File: src/rtl/ram_port_arbiter.sv
// Round-robin arbiter putting an instruction-fetch port and a load/store port onto
// one single-ported RAM; each access takes IDLE -> ACCESS -> CAPTURE (3 cycles).
`timescale 1ns/1ps
module ram_port_arbiter #(
  parameter int         ADDR_W       = 16,
  parameter int         DATA_W       = 16,
  parameter int         MEM_WORDS    = 1024,
  parameter logic [2:0] ACCESS_STATE = 3'b011
) (
  input  logic              clk,
  input  logic              reset,
  input  logic              if_req,
  input  logic [ADDR_W-1:0] if_addr,
  output logic              if_gnt,
  output logic              if_done,
  output logic [DATA_W-1:0] if_rdata,
  output logic              if_err,
  input  logic              d_req,
  input  logic [1:0]        d_op,
  input  logic [ADDR_W-1:0] d_addr,
  input  logic [DATA_W-1:0] d_wdata,
  output logic              d_gnt,
  output logic              d_done,
  output logic [DATA_W-1:0] d_rdata,
  output logic              d_err,
  output logic [ADDR_W-1:0] ram_address,
  output logic [DATA_W-1:0] ram_write_data,
  output logic [1:0]        ram_mem_op,
  output logic [2:0]        ram_state,
  input  logic [DATA_W-1:0] ram_read_data
);

  localparam logic [1:0] OP_NOP   = 2'b00;
  localparam logic [1:0] OP_READ  = 2'b01;
  localparam logic [1:0] OP_WRITE = 2'b10;
  localparam logic [ADDR_W:0] MEM_LIMIT = MEM_WORDS[ADDR_W:0];

  typedef enum logic [1:0] {IDLE = 2'd0, ACCESS = 2'd1, CAPTURE = 2'd2} state_t;

  state_t            state_reg, state_next;
  logic              last_grant_reg;  // 1 = data port won last
  logic              owner_reg;       // 1 = data port owns the access in flight
  logic [1:0]        op_reg;
  logic [ADDR_W-1:0] addr_reg;
  logic [DATA_W-1:0] wdata_reg;
  logic [2:0]        ram_state_reg, ram_state_next;
  logic [1:0]        ram_mem_op_reg, ram_mem_op_next;
  logic [1:0]        gnt_next, done_next;

  logic              any_req, accept, win_data;
  logic [ADDR_W-1:0] win_addr;
  logic [1:0]        win_op;
  logic              win_in_range, win_op_valid, cur_in_range, rd_load;

  // On a tie the port that did not win last time goes first.
  assign any_req      = if_req | d_req;
  assign accept       = (state_reg == IDLE) && any_req;
  assign win_data     = d_req && (!if_req || !last_grant_reg);
  assign win_addr     = win_data ? d_addr : if_addr;
  assign win_op       = win_data ? d_op : OP_READ;
  assign win_in_range = ({1'b0, win_addr} < MEM_LIMIT);
  assign win_op_valid = (win_op == OP_READ) || (win_op == OP_WRITE);
  assign cur_in_range = ({1'b0, addr_reg} < MEM_LIMIT);
  assign rd_load      = (op_reg == OP_READ) && cur_in_range;

  always_ff @(posedge clk) begin
    if (reset) begin
      state_reg <= IDLE;
    end else begin
      state_reg <= state_next;
    end
  end

  always_comb begin
    state_next = state_reg;
    case (state_reg)
      IDLE:    if (any_req) state_next = ACCESS;
      ACCESS:  state_next = CAPTURE;
      CAPTURE: state_next = IDLE;
      default: state_next = IDLE;
    endcase
  end

  always_comb begin
    gnt_next        = 2'b00;
    done_next       = 2'b00;
    ram_state_next  = 3'b000;
    ram_mem_op_next = OP_NOP;
    case (state_reg)
      IDLE: begin
        if (any_req) begin
          gnt_next[win_data] = 1'b1;
          ram_state_next     = ACCESS_STATE;
          if (win_op_valid && win_in_range) ram_mem_op_next = win_op;
        end
      end
      CAPTURE: done_next[owner_reg] = 1'b1;
      default: ;
    endcase
  end

  // Address and write data stay latched between accesses and feed the RAM directly.
  always_ff @(posedge clk) begin
    if (reset) begin
      last_grant_reg <= 1'b1;
      owner_reg      <= 1'b0;
      op_reg         <= OP_NOP;
      addr_reg       <= '0;
      wdata_reg      <= '0;
      ram_state_reg  <= 3'b000;
      ram_mem_op_reg <= OP_NOP;
    end else begin
      ram_state_reg  <= ram_state_next;
      ram_mem_op_reg <= ram_mem_op_next;
      if (accept) begin
        last_grant_reg <= win_data;
        owner_reg      <= win_data;
        op_reg         <= win_op;
        addr_reg       <= win_addr;
        if (win_data) wdata_reg <= d_wdata;
      end
    end
  end

  assign ram_address    = addr_reg;
  assign ram_write_data = wdata_reg;
  assign ram_state      = ram_state_reg;
  assign ram_mem_op     = ram_mem_op_reg;

  // Port 0 is fetch, port 1 is data; each keeps its own handshake and read-data registers.
  genvar gi;
  generate
    for (gi = 0; gi < 2; gi++) begin : g_port
      logic              gnt_reg, done_reg, err_reg;
      logic [DATA_W-1:0] rdata_reg;

      always_ff @(posedge clk) begin
        if (reset) begin
          gnt_reg   <= 1'b0;
          done_reg  <= 1'b0;
          err_reg   <= 1'b0;
          rdata_reg <= '0;
        end else begin
          gnt_reg  <= gnt_next[gi];
          done_reg <= done_next[gi];
          err_reg  <= done_next[gi] & ~cur_in_range;
          if (done_next[gi] && rd_load) rdata_reg <= ram_read_data;
        end
      end

      if (gi == 0) begin : g_fetch
        assign if_gnt   = gnt_reg;
        assign if_done  = done_reg;
        assign if_err   = err_reg;
        assign if_rdata = rdata_reg;
      end else begin : g_data
        assign d_gnt   = gnt_reg;
        assign d_done  = done_reg;
        assign d_err   = err_reg;
        assign d_rdata = rdata_reg;
      end
    end
  endgenerate

endmodule

File: config.mk
export PLATFORM = sky130hd
export DESIGN_NAME = ram_port_arbiter
export DESIGN_NICKNAME = d
export VERILOG_FILES = /design/src/rtl/ram_port_arbiter.sv
export SDC_FILE = /design/constraint.sdc
export NUM_CORES = 1
export LEC_CHECK = 0
export CORE_AREA = 5 5 119 121
export CTS_BUF_LIST = sky130_fd_sc_hd__clkbuf_4 sky130_fd_sc_hd__clkbuf_8
export DETAILED_ROUTE_END_ITERATION = 10
export DIE_AREA = 0 0 124 126
export PLACE_DENSITY = 0.48
export SYNTH_ARGS = -nofsm -noshare
export SYNTH_HDL_FRONTEND = slang
export SYNTH_SLANG_ARGS = --single-unit
File: constraint.sdc
create_clock -name clk -period 3.4 [get_ports clk]
set_input_delay 0.68 -clock clk [delete_from_list [all_inputs] [get_ports clk]]
set_output_delay 0.68 -clock clk [all_outputs]
set_load 0.03 [all_outputs]
# --- Word level (Yosys, flattened, before mapping) ---
# Index checks and enable logic that the tools add are counted.
word_totals:
  reg_bits: 81
  in_bits: 70
  elab_cells: 62
  out_inout_bits: 75
classes:
  magnitude_cmp: 6
  n_eq_ne: 6
  mux: 10
  bitwise: 7
  reduce_logical: 17
op_table:
  columns: ["cell", "count"]
  rows:
  - ["less-than comparator 16 x 11 -> 1 bit, second input constant", 2]
  - ["two-way mux 16 bit", 1]
  - ["logical AND 1 bit", 8]
  - ["two-way mux 2 bit", 4]
  - ["equality test 2 x 1 -> 1 bit, second input constant", 3]
  - ["equality test 2 bit, second input constant", 2]
  - ["less-than comparator 1 x 2 -> 1 bit, second input constant", 2]
  - ["inverter 1 bit", 4]
  - ["case mux 2 bit (2 select lines)", 1]
  - ["OR reduction 4 bit", 1]
  - ["OR reduction 3 bit", 1]
  - ["bitwise AND 1 bit", 2]
  - ["demux 1 bit (select 1 bit)", 2]
  - [">= comparator 1 bit, second input constant", 2]
  - ["logical NOT 1 bit", 2]
  - ["logical NOT 2 bit", 1]
  - ["logical OR 1 bit", 2]
  - ["two-way mux 1 bit", 2]
  - ["inequality test 2 bit, second input constant", 1]
  - ["AND reduction 2 bit", 1]
  - ["OR reduction 2 bit", 1]
  - ["bitwise OR 1 bit", 1]

# --- Logic depth before layout (Yosys ltp) ---
depth:
  word_depth: 9
  depth_mapped: 5
  ltp_nobuf: 3

# --- Least setup slack after synthesis ---
# Ideal clock, no wire load.
synth_path:
  kind: "in2reg"
  start: "input port d_req"
  end: "register wdata_reg[10], in the netlist ram_write_data[10]"
  required_time_ns: 3.340
  arrival_ns: 1.623
  stages: 5
  n_path_buf: 2
  setup_ns: 0.060
  setup_slack_ns: 1.717
  cell_sequence: "a21boi_1 buf_4 nor4b_4 buf_6 a22o_1"
synth_via:
  elab_chain_len: 3
  elab_cells_between_ends: 4
  classes_between: "bitwise: 1; reduce/logical: 3"
synth_rtl:
  columns: ["item", "line_no", "source"]
  rows:
  - ["start: declaration", "18", "input logic d_req,"]
  - ["bitwise OR 1 bit", "56", "assign any_req = if_req | d_req;"]
  - ["logical AND 1 bit", "57", "assign accept = (state_reg == IDLE) && any_req;"]
  - ["AND reduction 2 bit (no source line) (*)", null, null]
  - ["end signal: assignment", "120", "if (win_data) wdata_reg <= d_wdata;"]
  - ["end: declaration", "45", "logic [DATA_W-1:0] wdata_reg;"]
# Every way passes the cells marked *; elsewhere a longest branch is shown, timed or not.
# A chain may end at the register's enable or synchronous reset.

# --- Final worst setup path ---
layout_path:
  start: "input port if_req"
  end: "register addr_reg[15], in the netlist ram_address[15]"
layout_via:
  elab_chain_len: 4
  elab_cells_between_ends: 6
  classes_between: "mux: 1; bitwise: 1; reduce/logical: 4"
layout_rtl:
  columns: ["item", "line_no", "source"]
  rows:
  - ["start: declaration", "12", "input logic if_req,"]
  - ["logical NOT 1 bit", "58", "assign win_data = d_req && (!if_req || !last_grant_reg);"]
  - ["logical OR 1 bit", "58", null]
  - ["logical AND 1 bit", "58", null]
  - ["two-way mux 16 bit", "59", "assign win_addr = win_data ? d_addr : if_addr;"]
  - ["end signal: assignment", "119", "addr_reg <= win_addr;"]
  - ["end: declaration", "44", "logic [ADDR_W-1:0] addr_reg;"]
# Several ways; a longest one is shown, not always the timed one.

==> results.yml <==
power:
  p_int_mw: 1.66
  p_switching_uw: 599
  power_frac_seq_pct: 44.2
  p_sw_share_pct: 26.5
  peakVddDrop_uv: 153
  clock_power_share_pct: 37.7
  p_per_area_nw_per_um2: 454
  comb_power_share_pct: 18.1
  p_leak_nw: 1.91
logic_synthesis:
  seq_area_frac_synth_pct: 49.7
  yosysWarnings: 0
  ys_ff_latch: 79
  synth_cell_types: 37
  syn_area_um2: 3180
  synth_cells: 298
  synth_nets: 368
  avgSynthCellArea_um2: 10.7
floorplanning:
  fp.coreArea_um2: 13000
  chipHeight_um: 126
  dieArea_um2: 15600
  ios: 145
  chipWidth_um: 124
  row_count: 42
  start_util_pct: 24.5
clocking:
  cts.sinks: 79
  cts_tree: "done"
  hold_buffers: 0
  cts_inserted_buffers: 9
  cts-root-buf: "clkbuf_8"
  clkTransAtPathRegs_ns: 0.08
  cts_setup_buffers: 0
  insertion_delay_ns: 0.36
  cts_resized: 0
  htreeDepth: 3
  clockBufferDepth: 2
outcome:
  outcome: "complete, no violations"
detailed_routing:
  wl_per_cell_um: 15.2
  drc_errors: 0
  drt-initial-drc-count: 103
  final_antenna_net_count: 0
  num_vias: 2687
  drtPass1Iterations: 4
  totalWireLength_mm: 9.32
  avgViaCountPerCell: 4.38
timing:
  fmax_ghz: 0.439
  fin_crit_sh_pct: 67.0
  fin_setup_tns_ns: 0
  relSlewSlack_pct: 24.6
  finalSetupViolCount: 0
  worst_slew_pin_slew_ns: 1.13
  hold-worst-slack_ns: 0.472
  finalClockSkew_ns: 0.0113
  final-hold-violation-count: 0
  min_period_ns: 2.28
  slew_violations: 0
  rsz0062_at_grt: "false"
global_route:
  grt_pass1_wl_mm: 15.0
  antenna_found_initial: 0
  grt_max_degree: 49
  grtUsageTotal_pct: 12.2
  grt_overflow_total: 0
  grt_pass1_vias: 2890
final_layout:
  final_common_cell: "clkdlybuf4s50_1"
  fin_nets: 503
  drive_gt1_share_pct: 6.62
  area_growth_pct: 56.5
  final_cell_mix: "clkdlybuf4s50_1, dfxtp_1, nand2b_1"
  n_antenna_cell: 0
flow_run:
  drv_cap: 0
critical_path:
  worstPathArrival_ns: 2.47
  crit_path_end_kind: "register"
  reg2reg_depth: 3
  worstReg2RegEnd: "ram_address[15]$_SDFFE_PP0P_"
  worstPathRequired_ns: 3.59
  crit_fanout: 16
  crit_path_start_kind: "input port"
  reg2reg_slack_ns: 1.51
  crit-reg2reg-launch: "state_reg[1]$_SDFFE_PP0P_"
  path_class: "input port to register"
worst_hold_path:
  hold_depth: 2
  hold_end: "if_rdata[13]$_SDFFE_PP0P_"
  min_from: "if_rdata[13]$_SDFFE_PP0P_"
  min_path_type: "register to register"
place:
  hpwl_mm: 6.77
  gp_congestion: 0.689
  portBuffers: 143
[cells in the mapped netlist, drive strengths merged]
cell type | instances | share of area, %
nand4 | 3 | 1.1
o21ai | 3 | 0.47
a21boi | 1 | 0.24
dfxtp | 79 | 50
a22o | 16 | 4.4
and4 | 1 | 0.28
nor2b | 2 | 0.39
a2111oi | 1 | 0.28
nor4b | 2 | 1.0
nor4 | 4 | 1.3
nor2 | 7 | 0.83
conb | 1 | 0.12
a32oi | 1 | 0.28
and4bb | 1 | 0.39
a21oi | 20 | 3.3
nand3 | 2 | 0.31
nand2b | 50 | 9.8
clkbuf | 9 | 1.1
or2 | 3 | 0.67
nor3b | 2 | 0.47
a311oi | 1 | 0.28
nor3 | 2 | 0.31
or3 | 1 | 0.20
and2 | 1 | 0.20
inv | 4 | 0.47
a211oi | 16 | 3.8
mux2i | 49 | 15
nand2 | 3 | 0.35
buf | 13 | 2.8
[worst max-delay path, cell delays in order]
cell	delay, ns
clkdlybuf4s50_1	0.58
nor2_1	0.16
nor2_1	0.87
a211oi_1	0.18
[layout make-up]
type	count	area, um2
sequential	79	1580
multi-input combinational	193	1480
tap	176	220
timing repair buffer	146	1450
fill	1314	8000
clock buffer	10	131
clock inverter	6	109
inverter	4	15.0
[power groups by stage]
stage / logic (mW) / registers (mW) / clock network, mW
6_report: 0.410 / 1.00 / 0.852
2_1_floorplan: 0.151 / 1.09 / 0
4_1_cts: 0.416 / 1.00 / 0.891
3_3_place_gp: 0.411 / 1.02 / 0
5_1_grt: 0.443 / 1.01 / 0.919
3_5_place_dp: 0.414 / 1.02 / 0
[kinds of logic after synthesis]
| logic type | count (synthesis) | synth area share [%] |
|---|---|---|
| AO/OA/AOI/OAI | 59 | 13.0 |
| buffers and inverters | 26 | 4.28 |
| flip-flops | 79 | 49.7 |
| multiplexers | 49 | 15.4 |
| other | 1 | 0.118 |
| AND/OR/NAND/NOR | 84 | 17.6 |
[worst max-delay path by stage]
stage	start	end	depth (start not counted)
2_1_floorplan	d_req	ram_write_data[10]$_SDFFE_PP0P_	5
3_3_place_gp	if_req	ram_address[8]$_SDFFE_PP0P_	4
3_5_place_dp	if_req	ram_address[1]$_SDFFE_PP0P_	4
4_1_cts	if_req	ram_address[15]$_SDFFE_PP0P_	4
5_1_grt	if_req	ram_address[15]$_SDFFE_PP0P_	4
6_report	if_req	ram_address[15]$_SDFFE_PP0P_	4
[per-stage QoR]
stage	utilization (%)	setup slack (ns)	cell area, um2	std cells	power [mW]
floorplan	-	1.72	3180	298	1.24
global placement	36.5	0.800	4740	598	1.43
detailed placement	36.5	0.730	4740	598	1.44
CTS	38.4	1.13	4980	614	2.31
global route	38.4	0.975	4980	614	2.37
finish	38.4	1.12	4980	614	2.26
[metal layers]
metal	vias to the layer above	GRT usage [%]	part of all wire (%)
met5	-	0	0
met4	0	5.80	2.3
met3	15	6.64	13
met2	115	18.4	43
met1	1231	14.1	42
li1	1326	-	-
Note: power is estimated with default switching activity, not from simulation.
